[src/rtl/huff_pkg.sv]
// rtl/huff_pkg.sv - shared constants, entry type and state encoding for huff_freq_counter
`ifndef MAX_CHAR_COUNT
`define MAX_CHAR_COUNT 5
`endif

package huff_pkg;

    // Table depth default; must equal the huff_encoder character count.
    localparam int MAX_CHAR_COUNT_DEF = `MAX_CHAR_COUNT;

    // Occurrence count width; must equal the huff_encoder freq_in element width.
    localparam int FREQ_W = 3;

    typedef struct packed {
        logic [7:0]        ch;
        logic [FREQ_W-1:0] freq;
    } huff_entry_t;

    typedef enum logic [1:0] {
        COLLECT = 2'd0,
        SORT    = 2'd1,
        DONE    = 2'd2
    } huff_freq_state_e;

    // Increment that sticks at the all-ones maximum instead of wrapping.
    function automatic logic [FREQ_W-1:0] freq_sat_inc(input logic [FREQ_W-1:0] f);
        return (f == {FREQ_W{1'b1}}) ? f : f + FREQ_W'(1);
    endfunction

endpackage

[src/rtl/huff_sort_layer.sv]
// rtl/huff_sort_layer.sv - one odd/even compare-swap layer ordering entries by descending count
module huff_sort_layer
    import huff_pkg::*;
#(
    parameter int N = MAX_CHAR_COUNT_DEF
) (
    input  huff_entry_t [N-1:0] entries_i,
    input  logic                odd_i,
    output huff_entry_t [N-1:0] entries_o
);

    // Swap a pair only when the later entry is strictly more frequent, so ties keep first-seen order.
    always_comb begin
        entries_o = entries_i;
        for (int i = 0; i < N - 1; i++) begin
            if (((i % 2) == 1) == odd_i) begin
                if (entries_i[i].freq < entries_i[i+1].freq) begin
                    entries_o[i]   = entries_i[i+1];
                    entries_o[i+1] = entries_i[i];
                end
            end
        end
    end

endmodule

[src/rtl/huff_freq_counter.sv]
// rtl/huff_freq_counter.sv - character frequency table builder feeding huff_encoder (option: HUFF_FREQ_SORT_EN)
module huff_freq_counter
    import huff_pkg::*;
#(
    parameter int MAX_CHAR_COUNT = MAX_CHAR_COUNT_DEF
) (
    input  logic                                  clk_i,
    input  logic                                  reset_i,
    input  logic                                  in_valid_i,
    output logic                                  in_ready_o,
    input  logic [7:0]                            in_char_i,
    input  logic                                  in_last_i,
    output logic [MAX_CHAR_COUNT-1:0][7:0]        data_out_o,
    output logic [0:MAX_CHAR_COUNT-1][FREQ_W-1:0] freq_out_o,
    output logic [$clog2(MAX_CHAR_COUNT+1)-1:0]   unique_count_o,
    output logic                                  out_valid_o,
    input  logic                                  out_ready_i,
    output logic                                  overflow_o
);

    localparam int CW = $clog2(MAX_CHAR_COUNT + 1);

    huff_freq_state_e                  state_q, state_d;
    huff_entry_t [MAX_CHAR_COUNT-1:0]  table_q, table_d;
    logic [CW-1:0]                     count_q, count_d;
    logic                              overflow_q, overflow_d;
    logic [MAX_CHAR_COUNT-1:0]         hit;

`ifdef HUFF_FREQ_SORT_EN
    localparam int LW = $clog2(MAX_CHAR_COUNT + 1);

    logic [LW-1:0]                     layer_q, layer_d;
    huff_entry_t [MAX_CHAR_COUNT-1:0]  sorted;

    // Layer parity alternates with the layer counter, starting with the even pairing.
    huff_sort_layer #(
        .N (MAX_CHAR_COUNT)
    ) u_sort_layer (
        .entries_i (table_q),
        .odd_i     (layer_q[0]),
        .entries_o (sorted)
    );
`endif

    // Parallel match of the incoming byte against occupied slots only, so empty 8'h00 slots never hit.
    always_comb begin
        hit = '0;
        for (int i = 0; i < MAX_CHAR_COUNT; i++) begin
            hit[i] = (CW'(i) < count_q) && (table_q[i].ch == in_char_i);
        end
    end

    // Next-state logic: collect counts, run the sort layers, then hold until the consumer acknowledges.
    always_comb begin
        state_d    = state_q;
        table_d    = table_q;
        count_d    = count_q;
        overflow_d = overflow_q;
`ifdef HUFF_FREQ_SORT_EN
        layer_d    = layer_q;
`endif
        case (state_q)
            COLLECT: begin
                if (in_valid_i) begin
                    if (|hit) begin
                        for (int i = 0; i < MAX_CHAR_COUNT; i++) begin
                            if (hit[i]) begin
                                table_d[i].freq = freq_sat_inc(table_q[i].freq);
                            end
                        end
                    end else if (count_q < CW'(MAX_CHAR_COUNT)) begin
                        for (int i = 0; i < MAX_CHAR_COUNT; i++) begin
                            if (CW'(i) == count_q) begin
                                table_d[i].ch   = in_char_i;
                                table_d[i].freq = FREQ_W'(1);
                            end
                        end
                        count_d = count_q + CW'(1);
                    end else begin
                        overflow_d = 1'b1;
                    end
                    if (in_last_i) begin
`ifdef HUFF_FREQ_SORT_EN
                        state_d = SORT;
                        layer_d = '0;
`else
                        state_d = DONE;
`endif
                    end
                end
            end
`ifdef HUFF_FREQ_SORT_EN
            SORT: begin
                table_d = sorted;
                layer_d = layer_q + LW'(1);
                if (layer_q == LW'(MAX_CHAR_COUNT - 1)) begin
                    state_d = DONE;
                end
            end
`endif
            DONE: begin
                if (out_ready_i) begin
                    table_d    = '0;
                    count_d    = '0;
                    overflow_d = 1'b0;
                    state_d    = COLLECT;
                end
            end
            default: begin
                state_d = COLLECT;
            end
        endcase
    end

    // State and table registers with synchronous active-high reset.
    always_ff @(posedge clk_i) begin
        if (reset_i) begin
            state_q    <= COLLECT;
            table_q    <= '0;
            count_q    <= '0;
            overflow_q <= 1'b0;
`ifdef HUFF_FREQ_SORT_EN
            layer_q    <= '0;
`endif
        end else begin
            state_q    <= state_d;
            table_q    <= table_d;
            count_q    <= count_d;
            overflow_q <= overflow_d;
`ifdef HUFF_FREQ_SORT_EN
            layer_q    <= layer_d;
`endif
        end
    end

    // Entry 0 (most frequent) lands in the MSB slice of both buses, matching huff_encoder packing.
    always_comb begin
        data_out_o = '0;
        freq_out_o = '0;
        for (int k = 0; k < MAX_CHAR_COUNT; k++) begin
            data_out_o[MAX_CHAR_COUNT-1-k] = table_q[k].ch;
            freq_out_o[k]                  = table_q[k].freq;
        end
    end

    assign in_ready_o     = (state_q == COLLECT);
    assign out_valid_o    = (state_q == DONE);
    assign unique_count_o = count_q;
    assign overflow_o     = overflow_q;

endmodule
[config.mk]
export PLATFORM = sky130hd
export DESIGN_NAME = huff_freq_counter
export DESIGN_NICKNAME = d
export VERILOG_FILES = /design/src/rtl/huff_pkg.sv /design/src/rtl/huff_sort_layer.sv /design/src/rtl/huff_freq_counter.sv
export SDC_FILE = /design/constraint.sdc
export NUM_CORES = 1
export LEC_CHECK = 0
export BUFFER_PORTS_ARGS = -buffer_cell sky130_fd_sc_hd__buf_2
export CAP_MARGIN = 20
export CORE_ASPECT_RATIO = 0.6
export CORE_UTILIZATION = 55
export CTS_CLUSTER_SIZE = 8
export DETAILED_ROUTE_END_ITERATION = 10
export PLACE_DENSITY_LB_ADDON = 0.12
export SYNTH_ARGS = -nofsm -noshare
export SYNTH_HDL_FRONTEND = slang
export SYNTH_SLANG_ARGS = --single-unit
[constraint.sdc]
create_clock -name clk_i -period 3.09 [get_ports clk_i]
set_input_delay 0.618 -clock clk_i [delete_from_list [all_inputs] [get_ports clk_i]]
set_output_delay 0.618 -clock clk_i [all_outputs]
set_load 0.01 [all_outputs]
==> impl_results.md <==
* Status: finished clean
* GR Util met3 at 0.0798
* Share of layout cells above drive strength 1 at 0.242
* Post_cts resized at 0
* WP data required at 3.34 ns
* Flip-flop and latch count after synthesis at 60
* Final worst path period share at 0.873
* Synth Area in XOR/XNOR at 0.0956
* Gate Count Post-Synth at 438
* Antenna Cells at 0
* Port bufs at 73
* Post-route minimum period at 2.70 ns
* Initial core utilization at 0.591
* Placed Instances at 577
* Dpl hpwl at 7810 um
* Boundary pin count at 74
* Multiplexer area fraction after synthesis at 0.0267
* Tot Pwr at around 2.3 mW
* Hold-fix buffers, CTS at 0
* Synth top area share at 0.321
* Critical Path AT at 2.95 ns
* Hold Violations, Final at 0
* CP Capture Type: flop
* Routed vias/inst at 6.38
* Die height at 65.9 um
* First-pass GRT wire length at ~17000 um
* Most Crowded Layer GR: met2
* Drt pass-1 iters at 5
* Avg Inst Size Synth at 8.54 sq um
* CTS buffer count at 9
* Number of nets in the layout at between 500 and 600
* Worst hold slack at 0.483 ns
* Die ar. at approximately 7100 sq um
* Drt drc at 0
* Final Skew at 0.00489 ns
* CP Class: flop to flop
* Syn nets at 464
* Total gr overflow at 0
* Peak supply drop at between 0.3 and 0.4 mV
* M1 GR Usage at 0.449
* Clock slew at reported path FFs at 0.05 ns
* Clock Tree Root: clkbuf_16
* Core box area at 6330 sq um
* DR WL/cell at 18.4 um
* Yosys Warn Count at 0
* Vias at around 3800
* Setup TNS at 0 ns
* Slew Limit Headroom at 0.604
* Synth Cell Area at 3740 sq um
* Worst skew pair latency at 0.33 ns
* Hold Crit Class: flop to flop
* Max stage delay on crit path at 0.64 ns
* MaxCap Viol Count at 0
* PD cells at 520 nW/um^2
* RSZ-0062 raised after global routing: false
* Largest net degree at the start of global routing at between 40 and 50
* Vias in the first global route at between 3000 and 4000
* CP max-delay cell: or4b_2
* M2 GR Usage at 0.487
* Compound-Gate Fraction of Synth Area at 0.171
* H-tree levels at 3
* Fill cell count at 523
* Synth area leaders: dfxtp_1 32%, xnor2_1 8.2%, nand2_1 4.8%
* Iter 0 DRT Violations at 327
* CP max FO at 15
* Cell accounting for the most synthesized area: dfxtp_1
* CTS Buffer Depth at 2
* Postcts setup bufs at 0
* Critical path cell sequence: o21a_1 -> nand3_1 -> nor4_1 -> buf_4 -> nor3_2 -> and4_1 -> or4b_2 -> o221ai_1
* Antenna-violating nets left at 0
* Adder-cell share of the synthesized area at 0.0435
* Cell Count, Final, Fillers Out at ~590
* Total GRT Usage at 0.324
* Crit path launch type: flop
* Peak Freq at about 0.37 GHz
* Num rows at 22
* Count of final setup violators at 0
* Initial antenna violation count at 0
* CTS tree: yes
* Yosys cell types at between 50 and 60
* Sequential area share after synthesis at 0.321
* Syn-to-layout area delta at 20.2%
* Final Slew Violations at 0
* Largest family of logic cells by synthesized area: simple AND/OR/NAND/NOR gates
* Placer congestion estimate at 0.906
* Slew @ Worst Pin at around 0.6 ns
* Die Wd at 108 um
* Static Leak at 1.81 nW
* WL final at 10900 um
* Sink Count at 60
* Simple logic cell fraction of the synthesized area at 0.284
## state kept, by name (all words and copies together) (netlist names)
| signal | flops |
|---|---|
| data_out_o | 40 |
| state_q | 1 |
| unique_count_o | 3 |
| overflow_o | 1 |
| freq_out_o | 15 |
## metrics by stage
step	worst slack, ns	cell area (sq um)	utilization
2_1_floorplan	0.464	3740	-
3_3_place_gp	0.245	4180	0.660
3_5_place_dp	0.145	4180	0.660
4_1_cts	0.429	4500	0.711
5_1_grt	0.203	4500	0.711
6_report	0.393	4500	0.711
## critical path: cells and delay by family, from the launching register on
family                 cells  cell delay (ns)
buffers and inverters      1             0.18
DFF                        1             0.60
and+or+nand+nor            5             1.41
AOI/OAI and AO/OA          2             0.43
## final timing paths
check | start | endpoint | slack (ns) | depth (start not counted)
worst min-delay path | freq_out_o[13]$_SDFFE_PP0P_ | freq_out_o[13]$_SDFFE_PP0P_ | 0.48 | 2
worst max-delay path | unique_count_o[2]$_SDFFE_PP0P_ | data_out_o[19]$_SDFFE_PP0P_ | 0.39 | 8
worst min register to register | freq_out_o[13]$_SDFFE_PP0P_ | freq_out_o[13]$_SDFFE_PP0P_ | 0.48 | 2
worst max register to register | unique_count_o[2]$_SDFFE_PP0P_ | data_out_o[19]$_SDFFE_PP0P_ | 0.39 | 8
## cells in the final DEF, fill, tap and decap left out, types with 9 or more instances in the layout
| cell type | Yosys | layout |
|---|---|---|
| buf_2 | 4 | 73 |
| xnor2_1 | 35 | 35 |
| mux2i_1 | 10 | 10 |
| nor2_1 | 10 | 10 |
| o21ai_0 | 9 | 9 |
| o221ai_1 | 17 | 17 |
| nand3b_1 | 9 | 9 |
| ha_1 | 13 | 13 |
| nand4_1 | 21 | 21 |
| nand2_1 | 48 | 48 |
| a31oi_1 | 10 | 10 |
| dfxtp_1 | 60 | 60 |
| buf_4 | 7 | 22 |
| nor2b_1 | 11 | 11 |
| nand3_1 | 22 | 22 |
| a21oi_1 | 16 | 16 |
| a311o_1 | 13 | 13 |
| clkbuf_16 | 0 | 9 |
| nor3_1 | 17 | 17 |
## cell families (layout without fill, tap and decap cells)
kind of cell | count (synthesis) | after routing
AND/OR/NAND/NOR | 183 | 183
buffers and inverters | 46 | 117
AO/OA/AOI/OAI | 86 | 86
multiplexers | 10 | 10
adder cells (fa/ha/maj) | 13 | 13
XOR/XNOR | 40 | 40
flip-flops | 60 | 60
## cells in the mapped netlist, drive strengths merged
| master | instances |
|---|---|
| dfxtp | 60 |
| nand2 | 48 |
| xnor2 | 35 |
| clkbuf | 26 |
| nand3 | 22 |
| nand4 | 22 |
| nor3 | 20 |
| o221ai | 17 |
| a21oi | 16 |
| buf | 14 |
| a311o | 13 |
| ha | 13 |
| nor2b | 11 |
| a31oi | 10 |
| mux2i | 10 |
| nor2 | 10 |
| nand3b | 9 |
| o21ai | 9 |
| nor4b | 8 |
| o211ai | 8 |
| or4b | 8 |
| inv | 6 |
| nand2b | 5 |
| nor4 | 5 |
| or2 | 5 |
| or3 | 5 |
| xor2 | 5 |
| and3 | 3 |
| a211oi | 2 |
| and4 | 2 |
| o31ai | 2 |
| o41ai | 2 |
| a41oi | 1 |
| o211a | 1 |
| o21a | 1 |
| o22a | 1 |
| o2bb2ai | 1 |
| o31a | 1 |
| o32ai | 1 |
## layout make-up
| class | instances | area, sq um | share of cell area |
|---|---|---|---|
| Timing Repair Buffer | 95 | 531 | 0.118 |
| Clock inverter | 5 | 75.1 | 0.0167 |
| Clock buffer | 11 | 243 | 0.0539 |
| Sequential cell | 60 | 1200 | 0.267 |
| Tap cell | 84 | 105 | 0.0234 |
| Multi-Input combinational cell | 332 | 2320 | 0.516 |
| Inverter | 6 | 22.5 | 0.00501 |
## power breakdown
part | leakage, nW | total (mW) | internal, mW | switching [mW]
clock | 0.159 | 1.07 | 0.723 | 0.345
combinational | 1.16 | 0.395 | 0.166 | 0.229
sequential | 0.487 | 0.878 | 0.818 | 0.0592
total | 1.81 | 2.34 | 1.71 | 0.634
## per-layer routing
metal	part of all wire	routed length, um	vias to the layer above
li1	-	-	1771
met1	0.47	5080	1825
met2	0.44	4810	170
met3	0.078	855	15
met4	0.015	161	0
met5	0	0	-
Power figures use the tool's default switching activity.
